**config.mk**
```make
export PLATFORM = sky130hd
export DESIGN_NAME = gray_monitor
export DESIGN_NICKNAME = d
export VERILOG_FILES = /design/src/rtl/gray_monitor.sv
export SDC_FILE = /design/constraint.sdc
export NUM_CORES = 1
export LEC_CHECK = 0
export BUFFER_PORTS_ARGS = -buffer_cell sky130_fd_sc_hd__clkbuf_2
export CAP_MARGIN = 20
export CORE_MARGIN = 5
export CORE_UTILIZATION = 35
export CTS_CLUSTER_SIZE = 40
export DETAILED_ROUTE_END_ITERATION = 10
export PLACE_DENSITY = 0.53
export SYNTH_ARGS = -nofsm -noshare
export SYNTH_HDL_FRONTEND = slang
export SYNTH_SLANG_ARGS = --single-unit
```
**constraint.sdc**
```tcl
create_clock -name Clk -period 3.35 [get_ports Clk]
set_input_delay 0.5025 -clock Clk [delete_from_list [all_inputs] [get_ports Clk]]
set_output_delay 0.5025 -clock Clk [all_outputs]
set_load 0.03 [all_outputs]
```
**src/rtl/gray_monitor.sv**
```systemverilog
// Gray-code input monitor: synchronizes an asynchronous 4-bit Gray count, decodes it to binary,
// reports legal steps and their direction, counts illegal jumps and latches a fault after a run of them.
module gray_monitor #(
    parameter int ERR_W       = 8,
    parameter int FAULT_LIMIT = 3
) (
    input  logic             Clk,
    input  logic             Rst,
    input  logic [3:0]       GrayIn,
    input  logic             ErrClr,
    output logic [3:0]       Bin,
    output logic             Valid,
    output logic             Dir,
    output logic             Err,
    output logic [ERR_W-1:0] ErrCount,
    output logic             Fault,
    output logic [1:0]       State
);

    typedef enum logic [1:0] {
        ST_INIT  = 2'b00,
        ST_TRACK = 2'b01,
        ST_FAULT = 2'b10
    } state_e;

    localparam int CW = $clog2(FAULT_LIMIT + 1);
    localparam logic [CW-1:0] LIMIT = CW'(FAULT_LIMIT);

    function automatic logic [3:0] gray2bin(input logic [3:0] g);
        logic [3:0] b;
        b[3] = g[3];
        for (int i = 2; i >= 0; i--) begin
            b[i] = b[i+1] ^ g[i];
        end
        return b;
    endfunction

    logic [3:0]       sync1_q, s_q;
    logic [3:0]       p_q, p_d;
    logic [3:0]       bin_q, bin_d;
    logic             dir_q, dir_d;
    logic             valid_q, valid_d;
    logic             err_q, err_d;
    logic [ERR_W-1:0] err_cnt_q, err_cnt_d;
    logic [CW-1:0]    consec_q, consec_d;
    logic             fault_q, fault_d;
    logic             init_cnt_q, init_cnt_d;
    state_e           state_q, state_d;

    logic [3:0]       s_bin, p_bin_inc, diff;
    logic [ERR_W-1:0] err_cnt_inc;
    logic [CW-1:0]    consec_inc;

    assign s_bin       = gray2bin(s_q);
    assign p_bin_inc   = gray2bin(p_q) + 4'd1;
    assign diff        = s_q ^ p_q;
    assign err_cnt_inc = (err_cnt_q == '1) ? err_cnt_q : err_cnt_q + 1'b1;
    assign consec_inc  = consec_q + 1'b1;

    always_comb begin
        // NOTE: every signal gets a default first so no path through the case infers a latch.
        p_d        = p_q;
        bin_d      = bin_q;
        dir_d      = dir_q;
        valid_d    = 1'b0;
        err_d      = 1'b0;
        err_cnt_d  = err_cnt_q;
        consec_d   = consec_q;
        init_cnt_d = init_cnt_q;
        state_d    = state_q;

        case (state_q)
            ST_INIT: begin
                // Two cycles while the synchronizer fills, then adopt its sample as the baseline.
                if (init_cnt_q) begin
                    p_d        = s_q;
                    bin_d      = s_bin;
                    init_cnt_d = 1'b0;
                    state_d    = ST_TRACK;
                end else begin
                    init_cnt_d = 1'b1;
                end
            end
            ST_TRACK: begin
                if (|diff) begin
                    p_d   = s_q;
                    bin_d = s_bin;
                    if ($onehot(diff)) begin
                        valid_d  = 1'b1;
                        dir_d    = (s_bin == p_bin_inc);
                        consec_d = '0;
                    end else begin
                        err_d     = 1'b1;
                        err_cnt_d = err_cnt_inc;
                        consec_d  = consec_inc;
                        if (consec_inc == LIMIT && !ErrClr) begin
                            state_d = ST_FAULT;
                        end
                    end
                end
            end
            ST_FAULT: begin
                p_d   = s_q;
                bin_d = s_bin;
                if (ErrClr) begin
                    init_cnt_d = 1'b0;
                    state_d    = ST_INIT;
                end
            end
            default: begin
                init_cnt_d = 1'b0;
                state_d    = ST_INIT;
            end
        endcase

        // The clear wins over any increment made above in the same cycle.
        if (ErrClr) begin
            err_cnt_d = '0;
            consec_d  = '0;
        end

        fault_d = (state_d == ST_FAULT);
    end

    always_ff @(posedge Clk) begin
        // NOTE: non-blocking assignments so every flop samples pre-edge values, keeping the synchronizer two stages deep.
        if (Rst) begin
            sync1_q    <= '0;
            s_q        <= '0;
            p_q        <= '0;
            bin_q      <= '0;
            dir_q      <= 1'b0;
            valid_q    <= 1'b0;
            err_q      <= 1'b0;
            err_cnt_q  <= '0;
            consec_q   <= '0;
            fault_q    <= 1'b0;
            init_cnt_q <= 1'b0;
            state_q    <= ST_INIT;
        end else begin
            sync1_q    <= GrayIn;
            s_q        <= sync1_q;
            p_q        <= p_d;
            bin_q      <= bin_d;
            dir_q      <= dir_d;
            valid_q    <= valid_d;
            err_q      <= err_d;
            err_cnt_q  <= err_cnt_d;
            consec_q   <= consec_d;
            fault_q    <= fault_d;
            init_cnt_q <= init_cnt_d;
            state_q    <= state_d;
        end
    end

    assign Bin      = bin_q;
    assign Valid    = valid_q;
    assign Dir      = dir_q;
    assign Err      = err_q;
    assign ErrCount = err_cnt_q;
    assign Fault    = fault_q;
    assign State    = state_q;

endmodule
```
==> results.md, run 1 <==
* Status: completed
* Min setup slack post-route at 0.366 ns
* Clock tree sinks at 32
* Register area share after synthesis at 0.416
* Vias in the first global route at 1293
* Setup Buffers After CTS at 0
* Cell family with most CP delay: adder cells
* Ordered list of cells on the worst path: xnor2_2 -> inv_1 -> fa_1 -> ha_1 -> ha_1 -> nor3b_1 -> buf_4 -> a311oi_4 -> nand3_2 -> xnor2_1 -> nor2b_1
* Pwr dens at 469 nW/µm²
* Setup Skew at 0.00418 ns
* Root buf cell: clkbuf_8
* Vias after detailed routing at 1209
* Dpl hpwl at 2.29 mm
* Die Span Y at 76.3 µm
* Max Cap Violations at 0
* CP bufs+invs at 2
* Die width at 76.3 µm
* Final Max Slew Viols at 0
* Setup violators final at 0
* #FFs+latches synth at 32
* Synth area leaders: dfxtp_1, xor2_1, ha_1, nor2_1, nor2b_1
* Max Root-Sink Buffers at 2
* First-pass GRT wire length at 5.52 mm
* Post-Route WL at 3.03 mm
* CP Capture Type: flip-flop
* Period utilization at 0.891
* Inserted Diodes at 0
* H-tree lvl count at 2
* Final Hold Vio Count at 0
* Min Tclk post-route at 2.98 ns
* Worst-path fanout max at 9
* Synth Flop Type: dfxtp_1
* Worst-Margin Slew at 0.536 ns
* Antenna viol nets, final at 0
* Yosys Warn Count at 0
* Final GP Congestion at 0.860
* Synth top cells by count: dfxtp_1, nor2_1, nor2b_1, xor2_1, nand2_1
* IO Pins at 25
* Mapped cell area at 1540 µm²
* Final-layout fill cell count at 441
* Clk slew on worst S/H paths at 0.06 ns
* GRT Util Overall at 0.116
* Number of synthesized flops with an enable pin at 0
* Final Non-Filler Cells at 244
* Num CTS Buffers at 5
* DP Worst Slack at 0.391 ns
* Hold Path Class: input port to flip-flop
* Max-slew headroom at 0.642
* Worst skew pair latency at 0.28 ns
* Drt drc at 0
* Area leader, netlist: dfxtp_1
* Share of post-route cells with drive strength above 1 at 0.224
* Cell Count Post-Placement at 236
* Synthesized instance count at 164
* Async SR Flop Fraction at 0
* Finished Core Util at 0.416
* Total core area at 4320 µm²
* TNS Setup at 0 ns
* Largest net degree at the start of global routing at 23
* Hold buffer count at CTS at 0
* Critical Path Max Stage Delay at 0.47 ns
* Detailed router's first-iteration violation count at 36
* Initial Util at 0.356
* Most frequent CP cell: ha_1
* Kind of critical path: flip-flop to flip-flop
* Synth Net Count at 178
* PortBufs at 24
* Yosys top cell area share at 0.416
* Worst VDD drop at 0.224 mV
* Grt ovf at 0
* Post-CTS sizing at 0
* Pre-antenna DRT Iters at 4
* Initial antenna violation count at 0
* Row cnt at 24
* Unrepaired setup endpoints after global routing: no
* Area of the die at 5820 µm²
* Synth cell types at 42
* Syn_area_per_cell at 9.38 µm²
* Area growth, synth to finish at 16.9%
* Most numerous cell in the Yosys netlist: dfxtp_1
* WL per Instance at 12.4 µm
* Pleak at 0.000740 µW
* Worst endpoint data arrival time at 3.15 ns
* Req. time, crit path at 3.51 ns
* CTS tree: done
* Routed vias/inst at 4.95
* FMAX at 0.335 GHz
* Final #Nets at 205
* Worst Setup Start Kind: flip-flop
* CP max-delay cell: fa_1
-- logic make-up (layout without fill, tap and decap cells) --
family                     after synthesis  after routing  synth area share
adders and majority gates                7              7            0.0618
buffers and inverters                   13             41            0.0341
and+or+nand+nor                         68             68             0.229
AOI/OAI and AO/OA                       21             21             0.107
muxes                                    7              7            0.0463
xor gates and xnor gates                16             16             0.106
DFF                                     32             32             0.416
-- final cells by class --
cell class                      instances  area, µm²  share of cell area
Timing Repair Buffer                   25        128              0.0709
Tap cell                               52       65.1              0.0362
Clock buffer                            8       90.1              0.0501
Multi-Input combinational cell        119        846               0.470
Inverter                                8       30.0              0.0167
Sequential cell                        32        641               0.356
-- placed cells by master (no fill, tap or decap), types with 2 or more instances in the layout --
master / n
a21oi_1: 6
a31oi_1: 2
and3_1: 2
and4_1: 2
clkbuf_1: 2
clkbuf_2: 24
clkbuf_8: 6
dfxtp_1: 32
ha_1: 6
inv_1: 8
mux2i_1: 6
nand2_1: 9
nand2b_1: 2
nand3_1: 7
nand4_1: 2
nor2_1: 20
nor2b_1: 10
nor3_1: 4
nor4_1: 2
o21ai_0: 3
or3_1: 2
xnor2_1: 3
xnor2_2: 2
xor2_1: 10
-- power breakdown --
part | internal (µW) | switching [µW] | leakage [µW]
registers | 396 | 13.3 | 0.000261
logic | 55.6 | 84.3 | 0.000434
clock network | 167 | 128 | 0.0000455
-- layer usage --
metal,track usage,routed length (µm),vias to the layer above
met5,0,0,-
met4,0.0507,41,0
met3,0.0485,195,5
met2,0.189,1380,26
met1,0.131,1420,562
li1,-,-,616
-- worst register-to-register path, stage by stage, from the launching register on --
cell,delay [ns]
dfxtp_1,0.36
xnor2_2,0.37
inv_1,0.16
fa_1,0.47
ha_1,0.20
ha_1,0.29
nor3b_1,0.05
buf_4,0.15
a311oi_4,0.43
nand3_2,0.14
xnor2_1,0.14
nor2b_1,0.12
-- stage by stage --
stage	hold WS, ns	power [µW]	instance area (µm²)
after global placement	0.419	554	1710
after floorplan	0.414	522	1540
final	0.435	844	1800
after global routing	0.430	897	1800
after detailed placement	0.431	558	1710
after CTS	0.424	860	1800
-- flip-flops by register name (all words and copies together) (netlist names) --
name        count
p_q             4
Err             1
s_q             4
Dir             1
Bin             3
init_cnt_q      1
State           2
ErrCount        8
sync1_q         4
consec_q        2
Valid           1
Fault           1
-- final timing paths --
| path | endpoint | from | cells past startpoint | slack [ns] |
|---|---|---|---|---|
| worst min register to register | s_q[2] | sync1_q[2] | 1 | 0.44 |
| worst min-delay path | sync1_q[3] | GrayIn[3] | 2 | 0.44 |
| worst max register to register | ErrCount[7] | p_q[3] | 11 | 0.37 |
| worst max-delay path | ErrCount[7] | p_q[3] | 11 | 0.37 |
Power figures use the tool's default switching activity.
==> inputs of run 2 (changes only) <==
ABC_CLOCK_PERIOD_IN_PS = 3350   (was default)
BUFFER_PORTS_ARGS = default   (was -buffer_cell sky130_fd_sc_hd__clkbuf_2)
DONT_BUFFER_PORTS = 1   (was default)
PLACE_DENSITY = 0.52   (was 0.53)
==> results.md, run 2 (same netlist as run 1, synthesis figures left out) <==
* Total core area at 4320 µm² (unchanged)
* Hold path start: Rst
* FMAX at 0.341 GHz (+1.9%)
* Post-Route WL at 2.95 mm (-2.5%)
* Largest net degree at the start of global routing at 23 (unchanged)
* Dpl hpwl at 2.17 mm (-5.4%)
* Hold buffer count at CTS at 0 (unchanged)
* Ordered list of cells on the worst path: xnor2_2 -> inv_1 -> fa_1 -> ha_1 -> ha_1 -> nor3b_1 -> buf_4 -> a311oi_4 -> nand3_1 -> xor2_1 -> nor2_1
* Clock tree sinks at 32 (unchanged)
* Final Max Slew Viols at 0 (unchanged)
* Routed vias/inst at 5.01 (+1.1%)
* Most frequent cells in the layout: dfxtp_1, nor2_1, xor2_1, nor2b_1, nand2_1
* Cell family with most CP delay: adder cells
* Clk pwr share at 0.358 (+0.008)
* Die width at 76.3 µm (unchanged)
* Root buf cell: clkbuf_8
* Worst VDD drop at 0.242 mV (+8.0%)
* CP Capture Type: flip-flop
* Pre-antenna DRT Iters at 4 (unchanged)
* Max-slew headroom at 0.628 (-0.0144)
* P_sw at 224 µW (-0.94%)
* Worst endpoint data arrival time at 3.09 ns (-0.06 ns)
* Share of post-route cells with drive strength above 1 at 0.118 (-0.106)
* CP max-delay cell: fa_1
* Most frequent CP cell: ha_1
* Clk slew on worst S/H paths at 0.06 ns (about the same)
* Worst-path fanout max at 9 (unchanged)
* Worst-Margin Slew at 0.558 ns (+0.0216 ns)
* Req. time, crit path at 3.51 ns (about the same)
* PortBufs at 0 (-100%)
* Min Tclk post-route at 2.93 ns (-0.0545 ns)
* Period utilization at 0.875 (-0.0163)
* Final-layout fill cell count at 457 (+3.6%)
* Vias in the first global route at 1013 (-22%)
* GRT Util Overall at 0.105 (-0.0104)
* Grt ovf at 0 (unchanged)
* Setup Skew at 0.00378 ns (-0.000398 ns)
* Setup Buffers After CTS at 0 (unchanged)
* Internal Power at 612 µW (-1.1%)
* Antenna viol nets, final at 0 (unchanged)
* Status: completed
* WL per Instance at 13.4 µm (+7.7%)
* Num CTS Buffers at 5 (unchanged)
* Final GP Congestion at 0.805 (-6.3%)
* Detailed router's first-iteration violation count at 53 (+47%)
* First-pass GRT wire length at 4.96 mm (-10%)
* Final Hold Vio Count at 0 (unchanged)
* Hold worst-path end: init_cnt_q
* Unrepaired setup endpoints after global routing: no
* Pleak at 0.000637 µW (-14%)
* Final #Nets at 182 (-11%)
* Row cnt at 24 (unchanged)
* Kind of critical path: flip-flop to flip-flop
* CTS tree: done
* Initial Util at 0.356 (unchanged)
* Cell Count Post-Placement at 213 (-9.7%)
* Post-CTS sizing at 0 (unchanged)
* Max Cap Violations at 0 (unchanged)
* Max Root-Sink Buffers at 2 (unchanged)
* H-tree lvl count at 2 (unchanged)
* Inserted Diodes at 0 (unchanged)
* Final Total Pwr at 836 µW (-1.0%)
* Commonest non-fill, non-tap cell in the layout: dfxtp_1
* Hold Path Depth at 1 (-1)
* CP bufs+invs at 2 (unchanged)
* Setup violators final at 0 (unchanged)
* Worst reg2reg setup slack at 0.42 ns (+0.05 ns)
* Initial antenna violation count at 0 (unchanged)
* Final Non-Filler Cells at 221 (-9.4%)
* Drt drc at 0 (unchanged)
* Vias after detailed routing at 1107 (-8.4%)
* RR Startpoint: s_q[3]
* Pwr dens at 495 nW/µm² (+5.6%)
* Die Span Y at 76.3 µm (unchanged)
* Reg2reg end: ErrCount[4]
* Worst r2r path cells at 11 (unchanged)
* Hold Path Class: input port to flip-flop
* Max reg flops at 8 (unchanged)
* Worst skew pair latency at 0.28 ns (about the same)
* Area of the die at 5820 µm² (unchanged)
* IO Pins at 25 (unchanged)
* Critical Path Max Stage Delay at 0.45 ns (-0.02 ns)
* TNS Setup at 0 ns (unchanged)
* Area growth, synth to finish at 9.59%
* Worst Setup Start Kind: flip-flop
* Comb pwr share at 0.137 (-0.029)
* Switching share of power at 0.268 (about the same)
* Reg power frac at 0.505 (+0.021)
-- run 2: power by group through the flow --
stage | combinational (µW) | sequential (µW) | clock [µW]
4_1_cts | 115 | 423 | 310
5_1_grt | 126 | 424 | 334
3_3_place_gp | 111 | 431 | 0
6_report | 114 | 422 | 299
2_1_floorplan | 94.6 | 427 | 0
3_5_place_dp | 115 | 431 | 0
-- run 2: worst register-to-register path: stages (launching register included) --
cell,delay [ns]
dfxtp_1,0.37
xnor2_2,0.35
inv_1,0.15
fa_1,0.45
ha_1,0.19
ha_1,0.29
nor3b_1,0.05
buf_4,0.15
a311oi_4,0.40
nand3_1,0.18
xor2_1,0.17
nor2_1,0.05
-- run 2: per-stage QoR --
stage / instance area [µm²] / setup WS [ns] / hold slack [ns] / utilization
5_1_grt: 1690 / 0.233 / 0.267 / 0.390
2_1_floorplan: 1540 / 0.486 / 0.414 / -
6_report: 1690 / 0.420 / 0.284 / 0.390
4_1_cts: 1690 / 0.388 / 0.276 / 0.390
3_3_place_gp: 1600 / 0.511 / 0.419 / 0.369
3_5_place_dp: 1600 / 0.397 / 0.428 / 0.369
-- run 2: how the worst max path moves through the flow --
| stage | depth (start not counted) | to | slack, ns | from |
|---|---|---|---|---|
| 6_report | 11 | ErrCount[4] | 0.42 | s_q[3] |
| 5_1_grt | 11 | ErrCount[4] | 0.23 | s_q[3] |
| 3_5_place_dp | 11 | ErrCount[4] | 0.40 | s_q[3] |
| 3_3_place_gp | 11 | ErrCount[7] | 0.51 | s_q[3] |
| 4_1_cts | 11 | ErrCount[4] | 0.39 | s_q[3] |
| 2_1_floorplan | 9 | Dir | 0.49 | p_q[3] |
-- run 2: routing by layer --
layer,vias up,wire [µm],global-route usage
met5,-,0,0
met4,0,53,0.0437
met3,5,216,0.0603
met2,24,1250,0.140
met1,509,1440,0.137
li1,569,-,-
-- run 2: cell type report --
| class | count | area [µm²] | share of cell area |
|---|---|---|---|
| Multi-Input combinational cell | 119 | 846 | 0.501 |
| Sequential cell | 32 | 641 | 0.380 |
| Clock buffer | 8 | 90.1 | 0.0534 |
| Tap cell | 52 | 65.1 | 0.0386 |
| Inverter | 8 | 30.0 | 0.0178 |
| Timing Repair Buffer | 2 | 15.0 | 0.00890 |
